[src/rtl/program_loader_pkg.sv]
// Shared widths, default geometry and FSM encoding for the boot-load writer.
package program_loader_pkg;

  localparam int unsigned WORD_W              = 32;
  localparam int unsigned DEF_INST_DEPTH      = 1024;
  localparam int unsigned DEF_DATA_DEPTH      = 1024;
  localparam int unsigned DEF_DATA_PARK_ADDR  = 1023;
  localparam int unsigned DEF_RELEASE_CYCLES  = 2;

  typedef enum logic [2:0] {
    ST_IDLE,
    ST_HDR_I,
    ST_HDR_D,
    ST_LD_I,
    ST_LD_D,
    ST_REL,
    ST_RUN,
    ST_ERR
  } state_e;

endpackage

[src/rtl/program_loader.sv]
// Streams a framed program into the CPU boot port while holding the CPU in
// reset, then releases it. Idle cycles only rewrite harmless values.
module program_loader
  import program_loader_pkg::*;
#(
  parameter int unsigned INST_DEPTH     = DEF_INST_DEPTH,
  parameter int unsigned DATA_DEPTH     = DEF_DATA_DEPTH,
  parameter int unsigned DATA_PARK_ADDR = DEF_DATA_PARK_ADDR,
  parameter int unsigned RELEASE_CYCLES = DEF_RELEASE_CYCLES
) (
  input  logic              clk,
  input  logic              rst,
  input  logic              start,
  input  logic              s_valid,
  input  logic [WORD_W-1:0] s_data,
  output logic              s_ready,
  output logic              cpu_rst,
  output logic [WORD_W-1:0] inst_data_in,
  output logic [WORD_W-1:0] inst_write_addr,
  output logic [WORD_W-1:0] mem_data_in,
  output logic [WORD_W-1:0] mem_write_addr,
  output logic              busy,
  output logic              done,
  output logic              err
);

  state_e            state_q, state_d;
  logic [WORD_W-1:0] n_inst_q, n_inst_d;
  logic [WORD_W-1:0] n_data_q, n_data_d;
  logic [WORD_W-1:0] cnt_q, cnt_d;
  logic [WORD_W-1:0] rel_q, rel_d;
  logic [WORD_W-1:0] inst_data_q, inst_data_d;
  logic [WORD_W-1:0] inst_addr_q, inst_addr_d;
  logic [WORD_W-1:0] mem_data_q, mem_data_d;
  logic [WORD_W-1:0] mem_addr_q, mem_addr_d;
  logic              s_ready_q, s_ready_d;
  logic              cpu_rst_q, cpu_rst_d;
  logic              busy_q, busy_d;
  logic              done_q, done_d;
  logic              err_q, err_d;
  logic              accept;

  // Next-state, counters and registered port values.
  always_comb begin
    state_d     = state_q;
    n_inst_d    = n_inst_q;
    n_data_d    = n_data_q;
    cnt_d       = cnt_q;
    rel_d       = rel_q;
    inst_data_d = inst_data_q;
    inst_addr_d = inst_addr_q;
    mem_data_d  = mem_data_q;
    mem_addr_d  = mem_addr_q;
    accept      = s_valid && s_ready_q;

    case (state_q)
      ST_IDLE: if (start) state_d = ST_HDR_I;
      ST_HDR_I: begin
        if (accept) begin
          n_inst_d = s_data;
          state_d  = ST_HDR_D;
        end
      end
      ST_HDR_D: begin
        if (accept) begin
          n_data_d = s_data;
          cnt_d    = '0;
          rel_d    = '0;
          if (n_inst_q > INST_DEPTH || s_data > DATA_DEPTH) state_d = ST_ERR;
          else if (n_inst_q != '0)                         state_d = ST_LD_I;
          else if (s_data != '0)                           state_d = ST_LD_D;
          else                                             state_d = ST_REL;
        end
      end
      ST_LD_I: begin
        if (accept) begin
          inst_data_d = s_data;
          inst_addr_d = cnt_q;
          if (cnt_q == n_inst_q - 32'd1) begin
            cnt_d   = '0;
            state_d = (n_data_q != '0) ? ST_LD_D : ST_REL;
          end else begin
            cnt_d = cnt_q + 32'd1;
          end
        end
      end
      ST_LD_D: begin
        if (accept) begin
          mem_data_d = s_data;
          mem_addr_d = cnt_q;
          if (cnt_q == n_data_q - 32'd1) begin
            cnt_d   = '0;
            state_d = ST_REL;
          end else begin
            cnt_d = cnt_q + 32'd1;
          end
        end
      end
      ST_REL: begin
        if (rel_q == 32'(RELEASE_CYCLES - 1)) state_d = ST_RUN;
        else                                  rel_d   = rel_q + 32'd1;
      end
      ST_RUN, ST_ERR: if (start) state_d = ST_HDR_I;
      default: state_d = ST_IDLE;
    endcase

    // Data port parks on a harmless address until the data phase begins.
    if (state_d inside {ST_IDLE, ST_HDR_I, ST_HDR_D, ST_LD_I}) begin
      mem_data_d = '0;
      mem_addr_d = 32'(DATA_PARK_ADDR);
    end

    s_ready_d = state_d inside {ST_HDR_I, ST_HDR_D, ST_LD_I, ST_LD_D};
    busy_d    = state_d inside {ST_HDR_I, ST_HDR_D, ST_LD_I, ST_LD_D, ST_REL};
    done_d    = (state_d == ST_RUN);
    err_d     = (state_d == ST_ERR);
    cpu_rst_d = (state_d != ST_RUN);
  end

  always_ff @(posedge clk) begin
    if (rst) begin
      state_q     <= ST_IDLE;
      n_inst_q    <= '0;
      n_data_q    <= '0;
      cnt_q       <= '0;
      rel_q       <= '0;
      inst_data_q <= '0;
      inst_addr_q <= '0;
      mem_data_q  <= '0;
      mem_addr_q  <= 32'(DATA_PARK_ADDR);
      s_ready_q   <= 1'b0;
      cpu_rst_q   <= 1'b1;
      busy_q      <= 1'b0;
      done_q      <= 1'b0;
      err_q       <= 1'b0;
    end else begin
      state_q     <= state_d;
      n_inst_q    <= n_inst_d;
      n_data_q    <= n_data_d;
      cnt_q       <= cnt_d;
      rel_q       <= rel_d;
      inst_data_q <= inst_data_d;
      inst_addr_q <= inst_addr_d;
      mem_data_q  <= mem_data_d;
      mem_addr_q  <= mem_addr_d;
      s_ready_q   <= s_ready_d;
      cpu_rst_q   <= cpu_rst_d;
      busy_q      <= busy_d;
      done_q      <= done_d;
      err_q       <= err_d;
    end
  end

  assign s_ready         = s_ready_q;
  assign cpu_rst         = cpu_rst_q;
  assign inst_data_in    = inst_data_q;
  assign inst_write_addr = inst_addr_q;
  assign mem_data_in     = mem_data_q;
  assign mem_write_addr  = mem_addr_q;
  assign busy            = busy_q;
  assign done            = done_q;
  assign err             = err_q;

endmodule

[config.mk]
export PLATFORM = sky130hd
export DESIGN_NAME = program_loader
export DESIGN_NICKNAME = d
export VERILOG_FILES = /design/src/rtl/program_loader_pkg.sv /design/src/rtl/program_loader.sv
export SDC_FILE = /design/constraint.sdc
export NUM_CORES = 1
export LEC_CHECK = 0
export CORE_UTILIZATION = 45
export DETAILED_ROUTE_END_ITERATION = 7
export PLACE_DENSITY = 0.73
export SYNTH_ARGS = -nofsm -noshare
export SYNTH_HDL_FRONTEND = slang
export SYNTH_SLANG_ARGS = --single-unit
[constraint.sdc]
create_clock -name clk -period 4.3 [get_ports clk]
set_input_delay 0.86 -clock clk [delete_from_list [all_inputs] [get_ports clk]]
set_output_delay 0.86 -clock clk [all_outputs]
set_load 0.1 [all_outputs]
==> Word level (Yosys, flattened, before mapping) <==
Index checks and enable logic that the tools add are counted.
{ "classes": {"div_mod_pow": 0, "n_mul": 0, "reduce_logical": 20, "bitwise_logic": 0, "eq_ne": 22, "n_lt_le_gt_ge": 2, "n_mux": 21, "add_sub_neg": 4, "shifts": 0} }
{ "ops": {"columns": ["cell", "count"], "rows": [
  ["two-way mux 32 bit", 6],
  ["one-hot mux 32 bit (3 select lines)", 1],
  ["nonzero test 32 bit", 3],
  ["adder 32 x 1 -> 32 bit (second input constant)", 2],
  ["== test 32 bit", 2],
  ["greater-than comparator 32 x 11 -> 1 bit (second input constant)", 2],
  ["one-hot mux 32 bit (2 select lines)", 1],
  ["subtractor 32 x 1 -> 32 bit (second input constant)", 2],
  ["== test 32 x 1 -> 1 bit (second input constant)", 1],
  ["two-way mux 3 bit", 10],
  ["== test 3 bit (second input constant)", 8],
  ["one-hot mux 3 bit (6 select lines)", 1],
  ["== test 3 x 2 -> 1 bit (second input constant)", 4],
  ["!= test 2 bit (second input constant)", 4],
  ["AND reduction 2 bit", 4],
  ["nonzero test 4 bit", 2],
  ["== test 3 x 1 -> 1 bit (second input constant)", 2],
  ["logical NOT 3 bit", 2],
  ["nonzero test 5 bit", 1],
  ["AND reduction 4 bit", 1],
  ["!= test 3 bit (second input constant)", 1],
  ["AND reduction 3 bit", 1],
  ["nonzero test 3 bit", 1],
  ["OR reduction 3 bit", 1],
  ["other kinds (5)", 6]
]} }
{ "totals": {"register_bits": 264, "n_memories": 0, "rom_bits": 0, "latchBits": 0, "input_bits": 36, "ram_bits": 0, "word_cells": 83} }

==> Logic depth before layout (Yosys ltp) <==
Gate-level depths: netlist of run 1.
{ "depth": {"depth_word": 9, "ltp_mapped": 15, "depth_no_buf": 12} }

==> Worst setup path after synthesis of run 1 <==
OpenSTA, ideal clock, no wires.
{ "synth_timing": {"path_type": "flip-flop to flip-flop", "start": "register n_inst_q[14]", "end": "register mem_data_q[0] (netlist: mem_data_in[0])", "path_slack_ns": 0.813, "required_ns": 4.233, "period_less_slack_ns": 3.487, "arrival_ns": 3.420, "n_path_buf": 6, "stages_incl_launch_ff": 16, "cell_sequence": "dfxtp_1 buf_6 or4_4 buf_6 or3_1 buf_2 o31ai_2 nand4_1 or4_4 nor4_4 a21oi_2 or2_1 clkbuf_1 buf_6 buf_6 a21oi_2"} }
{ "synth_via": {"elab_chain_cells": 8} }
{ "synth_lines": {"columns": ["element", "line_no", "source"], "rows": [
  ["from (decl)", "program_loader.sv:28", "logic [WORD_W-1:0] n_inst_q, n_inst_d;"],
  ["from (signal assigned)", "program_loader.sv:138", "n_inst_q <= n_inst_d;"],
  ["subtractor 32 x 1 -> 32 bit (tied with other cells)", "program_loader.sv:79", "if (cnt_q == n_inst_q - 32'd1) begin"],
  ["== test 32 bit (tied with other cells)", "program_loader.sv:79", null],
  ["two-way mux 3 bit, on equally long branches", "program_loader.sv:79, program_loader.sv:69", null],
  ["two-way mux 3 bit, on equally long branches", "program_loader.sv:76, program_loader.sv:65", null],
  ["one-hot mux 3 bit (6 select lines) (*)", "program_loader.sv:56", "case (state_q)"],
  ["== test 3 x 1 -> 1 bit (tied with other cells)", "program_loader.sv:108", "if (state_d inside {ST_IDLE, ST_HDR_I, ST_HDR_D, ST_LD_I}) begin"],
  ["nonzero test 4 bit (*)", "program_loader.sv:108", null],
  ["OR reduction 2 bit (no line) (*)", null, null],
  ["to (signal assigned)", "program_loader.sv:144", "mem_data_q <= mem_data_d;"],
  ["to (decl)", "program_loader.sv:34", "logic [WORD_W-1:0] mem_data_q, mem_data_d;"]
]} }
Mark *: on every way between the ends. The rest lies on a longest branch, timed or not.
A chain may end at the register's enable or synchronous reset.

==> Worst setup path in the final report of run 1 <==
{ "layout_timing": {"start": "register n_inst_q[0]", "end": "register mem_addr_q[6] (netlist: mem_write_addr[6])"} }
{ "layout_via": {"elab_chain_cells": 8} }
{ "layout_lines": {"columns": ["element", "line_no", "source"], "rows": [
  ["subtractor 32 x 1 -> 32 bit (tied with other cells)", "program_loader.sv:79", null],
  ["== test 32 bit (tied with other cells)", "program_loader.sv:79", null],
  ["two-way mux 3 bit, on equally long branches", "program_loader.sv:79, program_loader.sv:69", null],
  ["two-way mux 3 bit, on equally long branches", "program_loader.sv:76, program_loader.sv:65", null],
  ["one-hot mux 3 bit (6 select lines) (*)", "program_loader.sv:56", null],
  ["== test 3 x 1 -> 1 bit (tied with other cells)", "program_loader.sv:108", null],
  ["nonzero test 4 bit (*)", "program_loader.sv:108", null],
  ["OR reduction 2 bit (no line) (*)", null, null],
  ["to (signal assigned)", "program_loader.sv:130", "mem_addr_q <= 32'(DATA_PARK_ADDR);"],
  ["to (signal assigned)", "program_loader.sv:145", "mem_addr_q <= mem_addr_d;"],
  ["to (decl)", "program_loader.sv:35", "logic [WORD_W-1:0] mem_addr_q, mem_addr_d;"]
]} }
Marks and branches as above.

==> results.tsv, run 1 <==
stage	metric	value	unit
logic_synthesis	yosysTopAreaCell	dfxtp_1	
timing	post-route-period-util	0.927	
logic_synthesis	synth_common_cells	447 x nand2_1, 264 x dfxtp_1, 177 x a21oi_1, 105 x clkbuf_1, 97 x nor2_1	
logic_synthesis	ys_warn_count	0	
detailed_routing	drt-pass1-iter-count	5	
cts	clkTransAtPathRegs	0.06	ns
floorplan	die_x	170	um
detailed_routing	drc	0	
final_layout	layout-drive-gt1-share	0.0834	
timing	fin_ws	0.313	ns
final_layout	insertedDiodeCount	0	
critical_path	crit_top_cell	inv_1	
timing	hold_slack	0.453	ns
min_path	min_path_cells	2	
detailed_routing	vias	12049	
global_routing	grt_pass1_wl	59.8	mm
final_layout	final_cells	2164	
logic_synthesis	synthFlopType	dfxtp_1	
timing	fmax	251	MHz
timing	setup_tns	0	ns
critical_path	worst-path-buf-inv	3	
floorplan	num_rows	61	
power	finalPower	5.88	mW
critical_path	path_cells	inv_1 -> ha_1 -> or4b_1 -> nand4bb_1 -> buf_4 -> or3_1 -> a22oi_1 -> nand4_1 -> nor4_4 -> a21oi_2 -> or2_2 -> inv_1 -> o211ai_1	
placed_design	place.gp.congestion	0.955	
critical_path	crit_path_max_incr_delay	0.49	ns
cts	cts_root_buf	clkbuf_16	
min_path	hp-class	flip-flop to flip-flop	
critical_path	r2r_slack	0.31	ns
detailed_routing	routed_wl	38.2	mm
cts	cts_tree	built	
global_routing	grt_max_degree	78	
timing	slew_headroom	0.317	
global_routing	grt_pass1_vias	10992	
power	vdd_ir_drop_max	0.231	mV
logic_synthesis	synth-edff-count	0	
logic_synthesis	syn_nets	1696	
logic_synthesis	syn_area_per_cell	7.66	um2
critical_path	critical_path.top_delay_family	simple AND/OR/NAND/NOR gates	
critical_path	path_max_fanout	12	
logic_synthesis	syn_area	0.0127	mm2
floorplan	dieHeight	170	um
timing	worst_pin_slew	1.02	ns
floorplan	core	0.0278	mm2
timing	hold_viol	0	
timing	clock-skew-final	0.0208	ns
cts	cts_hold_buffers	0	
detailed_routing	drt-wirelength-per-cell	17.6	um
floorplan	io_pins	169	
logic_synthesis	synth_top_area_share	0.417	
cts	htree_levels	1	
detailed_routing	ant_nets	0	
placed_design	post-dp-hpwl	26.9	mm
detailed_routing	drt_iter0_drc	790	
logic_synthesis	yosysSeqAreaShare	0.417	
final_layout	fillCellCount	2573	
critical_path	r2r_end	mem_write_addr[6]	
placed_design	dp_cells	2113	
logic_synthesis	synth_seq_cells	264	
logic_synthesis	synthArstFlopShare	0	
min_path	holdPathEnd	inst_write_addr[9]	
cts	clock_latency	0.55	ns
critical_path	worst_ep_required_time	4.69	ns
status	status	completed	
placed_design	dpl_cell_area	0.0146	mm2
cts	clockBufferDepth	3	
critical_path	crit_arrival	4.38	ns
logic_synthesis	yosysMostFrequentCell	nand2_1	
timing	rsz0062_at_grt	false	
cts	cts_resized	0	
power	p_leak	5.43	nW
logic_synthesis	synthCells	1655	
logic_synthesis	ys_types	73	
critical_path	reg2reg_from	n_inst_q[0]	
cts	cts_buffers	28	
min_path	min_from	inst_write_addr[9]	
timing	period_minus_slack	3.99	ns
detailed_routing	viasPerCell	5.57	
cts	cts.sinks	264	
timing	report.final.slew_viol_count	0	
final_layout	area_growth	23.9	%
timing	setup_viol	0	
placed_design	io_buffers	168	
critical_path	cpMaxStageDelayCell	or4b_1	
global_routing	antenna_found_initial	0	
final_layout	num-nets-final	1806	
critical_path	cp-start-kind	flip-flop	
final_layout	postLayoutCellArea	0.0157	mm2
run	drv_cap	0	
floorplan	initial_utilization	0.456	
critical_path	worstSetupPathType	flip-flop to flip-flop	
floorplan	dieArea	0.0288	mm2
global_routing	gr-total-overflow	0	
cts	post_cts_buffers	0	
placed_design	dp_slack	0.243	ns
critical_path	cp-end-kind	flip-flop	
global_routing	track_usage	0.261	
logic_synthesis	ys_top_cells_by_area	dfxtp_1 42%, nand2_1 13%, a21oi_1 7.0%, xnor2_1 4.5%, xor2_1 4.4%	
final_layout	final_util	0.565	
critical_path	r2r_cells	13	
power	p_per_area	374	mW/mm2
where the power goes:
group	leakage (nW)	internal, mW	switching, mW	total (mW)
clock	0.529	1.78	1.00	2.78
sequential	2.13	2.47	0.0355	2.50
combinational	2.78	0.236	0.360	0.596
total	5.43	4.48	1.40	5.88
sequential cells by signal (all words and copies together) (netlist names):
name,count
s_ready,1
busy,1
inst_data_in,32
mem_write_addr,32
state_q,3
n_inst_q,32
cnt_q,32
cpu_rst,1
rel_q,32
n_data_q,32
inst_write_addr,32
mem_data_in,32
err,1
done,1
routing by layer:
metal  vias up  part of all wire  wire, um  track usage
li1       5813                 -         -            -
met1      5687              0.42     16000        0.330
met2       449              0.46     17800        0.432
met3       100             0.076      2910       0.0481
met4         0             0.041      1560        0.117
met5         -                 0         0            0
cell usage in the layout (no fill, tap or decap), drive strengths merged, types with 6 or more instances in the layout:
cell type	count
clkbuf	40
buf	44
nand4	19
or4	13
o31ai	6
and3	23
xor2	64
nor2	97
nor3	42
nand3	43
bufinv	7
dfxtp	264
nand2	447
mux2i	7
nand2b	12
nor4	43
inv	17
xnor2	65
clkdlybuf4s50	167
or3	29
o21ai	26
a21oi	208
final cells by class:
type,count,area [um2],share of cell area
Clock buffer,40,847,0.0539
Clock inverter,11,233,0.0148
Inverter,17,63.8,0.00406
Multi-Input combinational cell,1243,6790,0.432
Sequential cell,264,5290,0.336
Tap cell,378,473,0.0301
Timing Repair Buffer,211,2010,0.128
worst min-delay path: stages, from the launching register on:
cell and delay, ns:
dfxtp_1 0.31, nand2_1 0.05, a21oi_1 0.05
worst max path at each step:
stage	startpoint	endpoint	slack [ns]	depth (start not counted)
2_1_floorplan	n_inst_q[14]	mem_data_in[0]	0.81	15
3_3_place_gp	s_data[5]	s_ready	0.40	11
3_5_place_dp	s_data[4]	s_ready	0.24	10
4_1_cts	n_inst_q[0]	mem_write_addr[6]	0.36	13
5_1_grt	n_inst_q[0]	mem_write_addr[6]	0.06	13
6_report	n_inst_q[0]	mem_write_addr[6]	0.31	13
logic make-up (layout without fill, tap and decap cells):
kind of cell               count (synthesis)  in the layout  share of synthesized area
buffers and inverters                    148            279                     0.0494
and+or+nand+nor                          813            813                      0.297
DFF                                      264            264                      0.417
AOI/OAI and AO/OA                        288            288                      0.136
xor gates and xnor gates                 129            129                     0.0891
muxes                                      8              8                    0.00642
adders and majority gates                  5              5                    0.00494
No activity file was read; power rests on OpenSTA's default activity.
==> inputs of run 2 (changes only) <==
--- a/config.mk
+++ b/config.mk
@@ -6,6 +6,7 @@
 export NUM_CORES = 1
 export LEC_CHECK = 0
 export CORE_UTILIZATION = 45
+export CTS_CLUSTER_SIZE = 40
 export DETAILED_ROUTE_END_ITERATION = 7
 export PLACE_DENSITY = 0.73
 export SYNTH_ARGS = -nofsm -noshare
==> results of run 2 <==
Same layout as run 1: the final DEF is identical, and so are final timing and power.
